==> src/rtl/addsub_nibble_sequencer_if.sv <==
// Requester <-> sequencer handshake and operand/result bundle.
// The master drives start/operands; the slave (sequencer) drives status and results.
interface addsub_nibble_sequencer_if #(
    parameter int W = 16
);
    logic         start;
    logic         subtract;
    logic         cin;
    logic [W-1:0] a;
    logic [W-1:0] b;
    logic         ready;
    logic         busy;
    logic         done;
    logic [W-1:0] result;
    logic         carry_out;
    logic         overflow;
    logic         zero;

    modport master (
        output start, subtract, cin, a, b,
        input  ready, busy, done, result, carry_out, overflow, zero
    );

    modport slave (
        input  start, subtract, cin, a, b,
        output ready, busy, done, result, carry_out, overflow, zero
    );
endinterface

==> src/rtl/addsub_nibble_sequencer.sv <==
// Multi-precision add/subtract run one nibble per cycle through a shared 4-bit add/sub cell.
// Carry/borrow is chained between nibbles in raw (true-carry) form.

module addsub4_structural (
    input  logic [3:0] i_a,
    input  logic [3:0] i_b,
    input  logic       i_sub,
    input  logic       i_cin,
    output logic [3:0] o_sum,
    output logic       o_cout
);
    logic [3:0] w_bx;
    logic [4:0] w_c;

    // Subtract is a + ~b with the carry-in inverted, so cin acts as borrow-in.
    assign w_bx   = i_b ^ {4{i_sub}};
    assign w_c[0] = i_cin ^ i_sub;

    for (genvar g = 0; g < 4; g++) begin : g_fa
        assign o_sum[g]   = i_a[g] ^ w_bx[g] ^ w_c[g];
        assign w_c[g+1]   = (i_a[g] & w_bx[g]) | (w_c[g] & (i_a[g] ^ w_bx[g]));
    end

    assign o_cout = w_c[4];
endmodule

module addsub_nibble_sequencer #(
    parameter int NIBBLES = 4
) (
    input  logic                     clk,
    input  logic                     reset,
    addsub_nibble_sequencer_if.slave bus
);
    localparam int W  = 4 * NIBBLES;
    localparam int IW = (NIBBLES > 2) ? $clog2(NIBBLES) : 1;

    localparam logic [1:0] S_IDLE = 2'd0;
    localparam logic [1:0] S_RUN  = 2'd1;
    localparam logic [1:0] S_DONE = 2'd2;

    localparam logic [IW-1:0] LAST_IDX = IW'(NIBBLES - 1);

    logic [1:0]    r_state;
    logic [IW-1:0] r_idx;
    logic [W-1:0]  r_a;
    logic [W-1:0]  r_b;
    logic          r_sub;
    logic          r_creg;
    logic [W-1:0]  r_acc;
    logic [W-1:0]  r_result;
    logic          r_carry_out;
    logic          r_overflow;
    logic          r_zero;

    logic          w_run;
    logic          w_accept;
    logic          w_last;
    logic [3:0]    w_cell_a;
    logic [3:0]    w_cell_b;
    logic          w_cell_sub;
    logic          w_cell_cin;
    logic [3:0]    w_cell_sum;
    logic          w_cell_cout;
    logic [W-1:0]  w_acc_final;

    assign w_run    = (r_state == S_RUN);
    assign w_accept = ((r_state == S_IDLE) || (r_state == S_DONE)) && bus.start;
    assign w_last   = w_run && (r_idx == LAST_IDX);

    // Cell sees zeros outside RUN so it stays quiet while idle.
    // The cell re-applies the subtract XOR to its carry-in, so pre-cancel it here.
    assign w_cell_a   = w_run ? r_a[4*r_idx +: 4] : 4'h0;
    assign w_cell_b   = w_run ? r_b[4*r_idx +: 4] : 4'h0;
    assign w_cell_sub = w_run ? r_sub : 1'b0;
    assign w_cell_cin = w_run ? (r_creg ^ r_sub) : 1'b0;

    addsub4_structural u_cell (
        .i_a    (w_cell_a),
        .i_b    (w_cell_b),
        .i_sub  (w_cell_sub),
        .i_cin  (w_cell_cin),
        .o_sum  (w_cell_sum),
        .o_cout (w_cell_cout)
    );

    // Only meaningful on the last RUN edge, when the top nibble is being produced.
    assign w_acc_final = {w_cell_sum, r_acc[W-5:0]};

    // NOTE: sequential state uses non-blocking assignments so every register samples pre-edge values.
    always_ff @(posedge clk) begin
        if (reset) begin
            r_state     <= S_IDLE;
            r_idx       <= '0;
            r_a         <= '0;
            r_b         <= '0;
            r_sub       <= 1'b0;
            r_creg      <= 1'b0;
            r_acc       <= '0;
            r_result    <= '0;
            r_carry_out <= 1'b0;
            r_overflow  <= 1'b0;
            r_zero      <= 1'b0;
        end else begin
            case (r_state)
                S_IDLE, S_DONE: begin
                    if (w_accept) begin
                        r_a     <= bus.a;
                        r_b     <= bus.b;
                        r_sub   <= bus.subtract;
                        r_creg  <= bus.cin ^ bus.subtract;
                        r_idx   <= '0;
                        r_state <= S_RUN;
                    end else begin
                        r_state <= S_IDLE;
                    end
                end
                S_RUN: begin
                    r_acc[4*r_idx +: 4] <= w_cell_sum;
                    r_creg              <= w_cell_cout;
                    if (w_last) begin
                        r_state     <= S_DONE;
                        r_result    <= w_acc_final;
                        r_carry_out <= w_cell_cout ^ r_sub;
                        r_overflow  <= (r_a[W-1] == (r_b[W-1] ^ r_sub)) &&
                                       (w_acc_final[W-1] != r_a[W-1]);
                        r_zero      <= (w_acc_final == '0);
                    end else begin
                        r_idx <= r_idx + 1'b1;
                    end
                end
                default: r_state <= S_IDLE;
            endcase
        end
    end

    assign bus.ready     = (r_state == S_IDLE) || (r_state == S_DONE);
    assign bus.busy      = w_run;
    assign bus.done      = (r_state == S_DONE);
    assign bus.result    = r_result;
    assign bus.carry_out = r_carry_out;
    assign bus.overflow  = r_overflow;
    assign bus.zero      = r_zero;
endmodule

==> src/flat_wrapper.sv <==
// flat-port wrapper written by rule: the top's interface ports become plain ports
module addsub_nibble_sequencer_flat 
#(
    parameter int NIBBLES = 4
)
  (clk, reset, bus_start, bus_subtract, bus_cin, bus_a, bus_b, bus_ready, bus_busy, bus_done, bus_result, bus_carry_out, bus_overflow, bus_zero);
  addsub_nibble_sequencer_if #(.W(16)) bus_i ();
  input  logic clk;
  input  logic reset;
  input wire logic [$bits(bus_i.start)-1:0] bus_start;
  input wire logic [$bits(bus_i.subtract)-1:0] bus_subtract;
  input wire logic [$bits(bus_i.cin)-1:0] bus_cin;
  input wire logic [$bits(bus_i.a)-1:0] bus_a;
  input wire logic [$bits(bus_i.b)-1:0] bus_b;
  output wire logic [$bits(bus_i.ready)-1:0] bus_ready;
  output wire logic [$bits(bus_i.busy)-1:0] bus_busy;
  output wire logic [$bits(bus_i.done)-1:0] bus_done;
  output wire logic [$bits(bus_i.result)-1:0] bus_result;
  output wire logic [$bits(bus_i.carry_out)-1:0] bus_carry_out;
  output wire logic [$bits(bus_i.overflow)-1:0] bus_overflow;
  output wire logic [$bits(bus_i.zero)-1:0] bus_zero;
  assign bus_i.start = bus_start;
  assign bus_i.subtract = bus_subtract;
  assign bus_i.cin = bus_cin;
  assign bus_i.a = bus_a;
  assign bus_i.b = bus_b;
  assign bus_ready = bus_i.ready;
  assign bus_busy = bus_i.busy;
  assign bus_done = bus_i.done;
  assign bus_result = bus_i.result;
  assign bus_carry_out = bus_i.carry_out;
  assign bus_overflow = bus_i.overflow;
  assign bus_zero = bus_i.zero;
  addsub_nibble_sequencer #(.NIBBLES(NIBBLES)) u_core (.clk(clk), .reset(reset), .bus(bus_i));
endmodule
==> config.mk <==
export PLATFORM = sky130hd
export DESIGN_NAME = addsub_nibble_sequencer_flat
export DESIGN_NICKNAME = d
export VERILOG_FILES = /design/src/rtl/addsub_nibble_sequencer_if.sv /design/src/rtl/addsub_nibble_sequencer.sv /design/src/flat_wrapper.sv
export SDC_FILE = /design/constraint.sdc
export NUM_CORES = 1
export LEC_CHECK = 0
export ABC_AREA = 0
export BUFFER_PORTS_ARGS = -buffer_cell sky130_fd_sc_hd__buf_2
export CORE_MARGIN = 2
export CORE_UTILIZATION = 58
export CTS_CLUSTER_DIAMETER = 150
export DETAILED_ROUTE_END_ITERATION = 8
export GPL_ROUTABILITY_DRIVEN = 0
export PLACE_DENSITY = 0.9
export SLEW_MARGIN = 20
export SYNTH_ARGS = -nofsm -noshare
export SYNTH_HDL_FRONTEND = slang
export SYNTH_SLANG_ARGS = --single-unit
==> constraint.sdc <==
create_clock -name clk -period 5.4 [get_ports clk]
set_clock_uncertainty 0.15 [all_clocks]
set_input_delay 0.81 -clock clk [delete_from_list [all_inputs] [get_ports clk]]
set_output_delay 0.81 -clock clk [all_outputs]
set_load 0.02 [all_outputs]
==> results.txt <==
----------------------------------------------------
[Placed design]
  Placed inst area ... 3250 µm²
  Post-placement setup slack ... roughly 1500 ps
  Port Buffers ... 58
  Hpwl dp ... between 4 and 5 mm

[Yosys]
  Post-synthesis net count ... about 400
  Share of synthesized area spent on multiplexers ... 6.38%
  Post-Syn Area ... 2980 µm²
  Largest family of logic cells by synthesized area ... simple AND/OR/NAND/NOR gates
  Avg Synthesized Cell Area ... 8.52 µm²
  Flop and latch count out of synthesis ... 69
  Adder and majority gate portion of the synthesized area ... 4.36%
  Cell variety after synth ... 33
  Area share of and/or/nand/nor cells after synthesis ... 22.3%
  Synthesized-area fraction occupied by ao, oa, aoi and oai cells ... between 10% and 20%
  Share of the synthesized netlist area taken by xor and xnor gates ... 2.06%
  Yosys warning total ... 0
  Share of synthesized area occupied by flip-flops and latches ... between 40% and 50%
  Cells after Synth ... 350

[Cells and area]
  Fraction of layout cells with a size suffix above 1 ... between 20% and 30%
  Synthesis-to-layout area growth ... 16.9%
  Leading cell type in the layout, fill and taps excluded ... sky130_fd_sc_hd__nand2_1
  Number of nets in the layout ... approximately 440
  Antenna fix cells ... 0
  Commonest non-fill, non-tap cells in the layout ... sky130_fd_sc_hd__nand2_1 (108), sky130_fd_sc_hd__dfxtp_1 (69), sky130_fd_sc_hd__a21oi_1 (57), sky130_fd_sc_hd__buf_2 (57), sky130_fd_sc_hd__nor2_1 (13)
  Final design area excluding fillers ... 3480 µm²

[Global route]
  Vias in the first global route ... ~2.3k
  First-pass GRT wire length ... 10.5 mm
  Largest net degree at the start of global routing ... 70
  GR Util All Layers ... 25.1%
  Total global routing overflow ... 0
  Number of antenna violations at the first check in global routing ... 0

[STA]
  Actual slew at the worst max-slew pin ... 1070 ps
  Period minus WS final ... roughly 4000 ps
  Highest clock frequency the design can meet ... 0.251 GHz
  Final count of hold timing violations ... 0
  Final Cycle Share ... 73.9%
  Number of setup violations in the final report ... 0
  Setup total negative slack ... 0 ps
  PnR worst setup slack ... around 1400 ps
  Hold Slack ... 302 ps
  Unrepaired setup endpoints after global routing ... no
  Max Transition Viols Final ... 0
  Worst slew slack as a fraction of its limit ... 28.0%

[Die]
  Chip Height ... 75.7 µm
  Die outline area ... 5730 µm²
  Width of the die ... ~76 µm
  Number of cell rows ... 26
  Standard cell core area ... 5040 µm²
  Number of ports placed on the die boundary ... 59
  Starting Density ... around 59%

[Clocking]
  Root buffer cell ... sky130_fd_sc_hd__clkbuf_8
  TritonCTS buffer count ... 9
  Worst skew pair latency ... 350 ps
  Setup repair bufs after CTS ... 0
  Hold_buf cts ... 0
  Maximum buffer depth of the clock tree ... 2
  Clock slew seen by the registers of the worst setup and hold paths ... 80 ps
  CTS-repair resized insts ... 0
  Clk sink count ... 69
  Max H-tree Level ... 3
  CTS tree ... built

[Drt]
  DRT iter0 DRCs ... 261
  Detailed-router iteration count before antenna repair ... 4
  Average wire length per cell after detail routing ... approximately 14 µm
  Detailed Route WL ... 6.39 mm
  Vias per Instance ... 5.44
  Drt drc ... 0
  Detail Route Antenna Nets ... 0
  Number of vias in the routed layout ... 2552

[Worst hold path]
  Hold Path Depth ... 2
  Destination of the worst hold path ... u_core.bus.result[4]
  Startpoint of the most critical hold path ... u_core.bus.result[4]
  Worst min-delay path class ... flip-flop to flip-flop

[Outcome]
  Run status ... completed

[Worst setup path]
  Largest stage delay on the critical path ... 540 ps
  Critical path peak fanout ... 19
  Cells along the critical path ... buf_4 > mux4_2 > xor2_1 > nand2_1 > fa_1 > fa_1 > fa_1 > inv_1 > fa_1 > nor4_1 > a41o_1
  Critical R2R Launch ... u_core.r_idx[0]
  Reg2Reg Depth ... 11
  Worst path arrival time ... just over 4000 ps
  CP bufs+invs ... 2
  Nature of the critical path endpoint ... flip-flop
  Data required time of the worst path ... 5550 ps
  Critical Path Most Common Cell ... sky130_fd_sc_hd__fa_1
  Capture point of the worst reg-to-reg path ... u_core.bus.zero
  Startpoint Class ... flip-flop
  Worst-case register-to-register setup slack ... 1410 ps
  Critical path's top delay family ... adder cells
  Critical setup path kind ... flip-flop to flip-flop
  Cell at the slowest stage of the critical path ... sky130_fd_sc_hd__mux4_2

[Run]
  Number of maximum-capacitance violations ... 0

[Pwr]
  Power density normalized to cell area ... 324 nW/µm²
  Worst supply voltage drop on vdd ... 0.000225 V
  Total chip power ... 1.13 mW
  Standby leakage power ... 1.42 nW

----------------------------------------------------
-- sequential cells by signal (all words and copies together), names as in the netlist --
| register | cells |
|---|---|
| u_core.bus.carry_out | 1 |
| u_core.r_state | 2 |
| u_core.bus.result | 16 |
| u_core.r_b | 16 |
| u_core.bus.overflow | 1 |
| u_core.r_idx | 2 |
| u_core.r_sub | 1 |
| u_core.r_creg | 1 |
| u_core.bus.zero | 1 |
| u_core.r_acc | 12 |
| u_core.r_a | 16 |
-- worst max-delay path by stage --
stage	to	start	cells past startpoint
global route	u_core.bus.zero	u_core.r_state[0]	10
global placement	u_core.bus.overflow	u_core.r_idx[0]	12
finish	u_core.bus.zero	u_core.r_idx[0]	11
detailed placement	u_core.bus.overflow	u_core.r_idx[0]	12
floorplan	u_core.bus.zero	u_core.r_idx[0]	11
CTS	u_core.bus.zero	u_core.r_idx[0]	11
-- cells in the mapped netlist --
library cell               instances  area (µm²)
sky130_fd_sc_hd__nor4bb_1          1        10.0
sky130_fd_sc_hd__nand3b_1          5        37.5
sky130_fd_sc_hd__mux2i_1           1        10.0
sky130_fd_sc_hd__nand2b_1          2        12.5
sky130_fd_sc_hd__nor3b_1           1        7.51
sky130_fd_sc_hd__inv_1             8        30.0
sky130_fd_sc_hd__nor4_1            2        12.5
sky130_fd_sc_hd__a41o_1            1        10.0
sky130_fd_sc_hd__a21oi_1          57         285
sky130_fd_sc_hd__buf_2            16        80.1
sky130_fd_sc_hd__o211ai_1          2        15.0
sky130_fd_sc_hd__a32oi_1           4        35.0
sky130_fd_sc_hd__clkbuf_1         10        37.5
sky130_fd_sc_hd__nor4_2            1        12.5
sky130_fd_sc_hd__nor2b_1           5        31.3
sky130_fd_sc_hd__or3_1             1        6.26
sky130_fd_sc_hd__buf_4             1        7.51
sky130_fd_sc_hd__dfxtp_1          69        1380
sky130_fd_sc_hd__nor2_1           13        48.8
sky130_fd_sc_hd__xor2_1            5        43.8
sky130_fd_sc_hd__and2_1            1        6.26
sky130_fd_sc_hd__a211oi_1          5        37.5
sky130_fd_sc_hd__or4_4             1        11.3
sky130_fd_sc_hd__nand2_1         108         405
sky130_fd_sc_hd__nand4_1           8        50.1
sky130_fd_sc_hd__ha_1              4        50.1
sky130_fd_sc_hd__o21a_1            1        7.51
sky130_fd_sc_hd__fa_1              4        80.1
sky130_fd_sc_hd__and3b_1           1        8.76
sky130_fd_sc_hd__mux4_2            8         180
sky130_fd_sc_hd__xnor2_1           2        17.5
sky130_fd_sc_hd__nand3_1           1        5.00
sky130_fd_sc_hd__a22oi_1           1        7.51
-- cell families after synthesis --
logic type | after synthesis
mux | 9
fa+ha+maj | 8
xor+xnor | 7
buf+inv | 35
compound gates | 71
simple gates | 151
flops | 69
-- stage by stage --
stage | std cells | util, %
6_report | 469 | 69.1
2_1_floorplan | 350 | -
3_3_place_gp | 453 | 64.5
3_5_place_dp | 453 | 64.5
4_1_cts | 469 | 69.0
5_1_grt | 469 | 69.1
-- final cells by class --
| type | count | area, µm² |
|---|---|---|
| clock buffer | 12 | 155 |
| clock inverter | 4 | 70.1 |
| fill | 404 | 1560 |
| inverter | 8 | 30.0 |
| multi-input combinational | 246 | 1450 |
| sequential | 69 | 1380 |
| tap | 70 | 87.6 |
| timing repair buffer | 60 | 308 |
-- power breakdown --
part | internal (mW) | switching [mW] | leakage, nW
registers | 0.527 | 0.0132 | 0.562
logic | 0.0461 | 0.0662 | 0.737
clock network | 0.284 | 0.192 | 0.116
total | 0.857 | 0.271 | 1.42
-- worst register-to-register path, stage by stage, from the launching register on --
cell                      delay (ps)
sky130_fd_sc_hd__dfxtp_1         330
sky130_fd_sc_hd__buf_4           270
sky130_fd_sc_hd__mux4_2          550
sky130_fd_sc_hd__xor2_1          160
sky130_fd_sc_hd__nand2_1          90
sky130_fd_sc_hd__fa_1            430
sky130_fd_sc_hd__fa_1            390
sky130_fd_sc_hd__fa_1            360
sky130_fd_sc_hd__inv_1            80
sky130_fd_sc_hd__fa_1            540
sky130_fd_sc_hd__nor4_1          380
sky130_fd_sc_hd__a41o_1          220
-- layer usage --
layer | GRT usage (%) | vias up | routed length (µm)
li1 | - | 1266 | -
met5 | 0 | - | 0
met4 | 10.1 | 0 | 148
met3 | 8.73 | 15 | 410
met1 | 30.9 | 1169 | 2650
met2 | 40.3 | 102 | 3170
No activity file was read; power rests on OpenSTA's default activity.
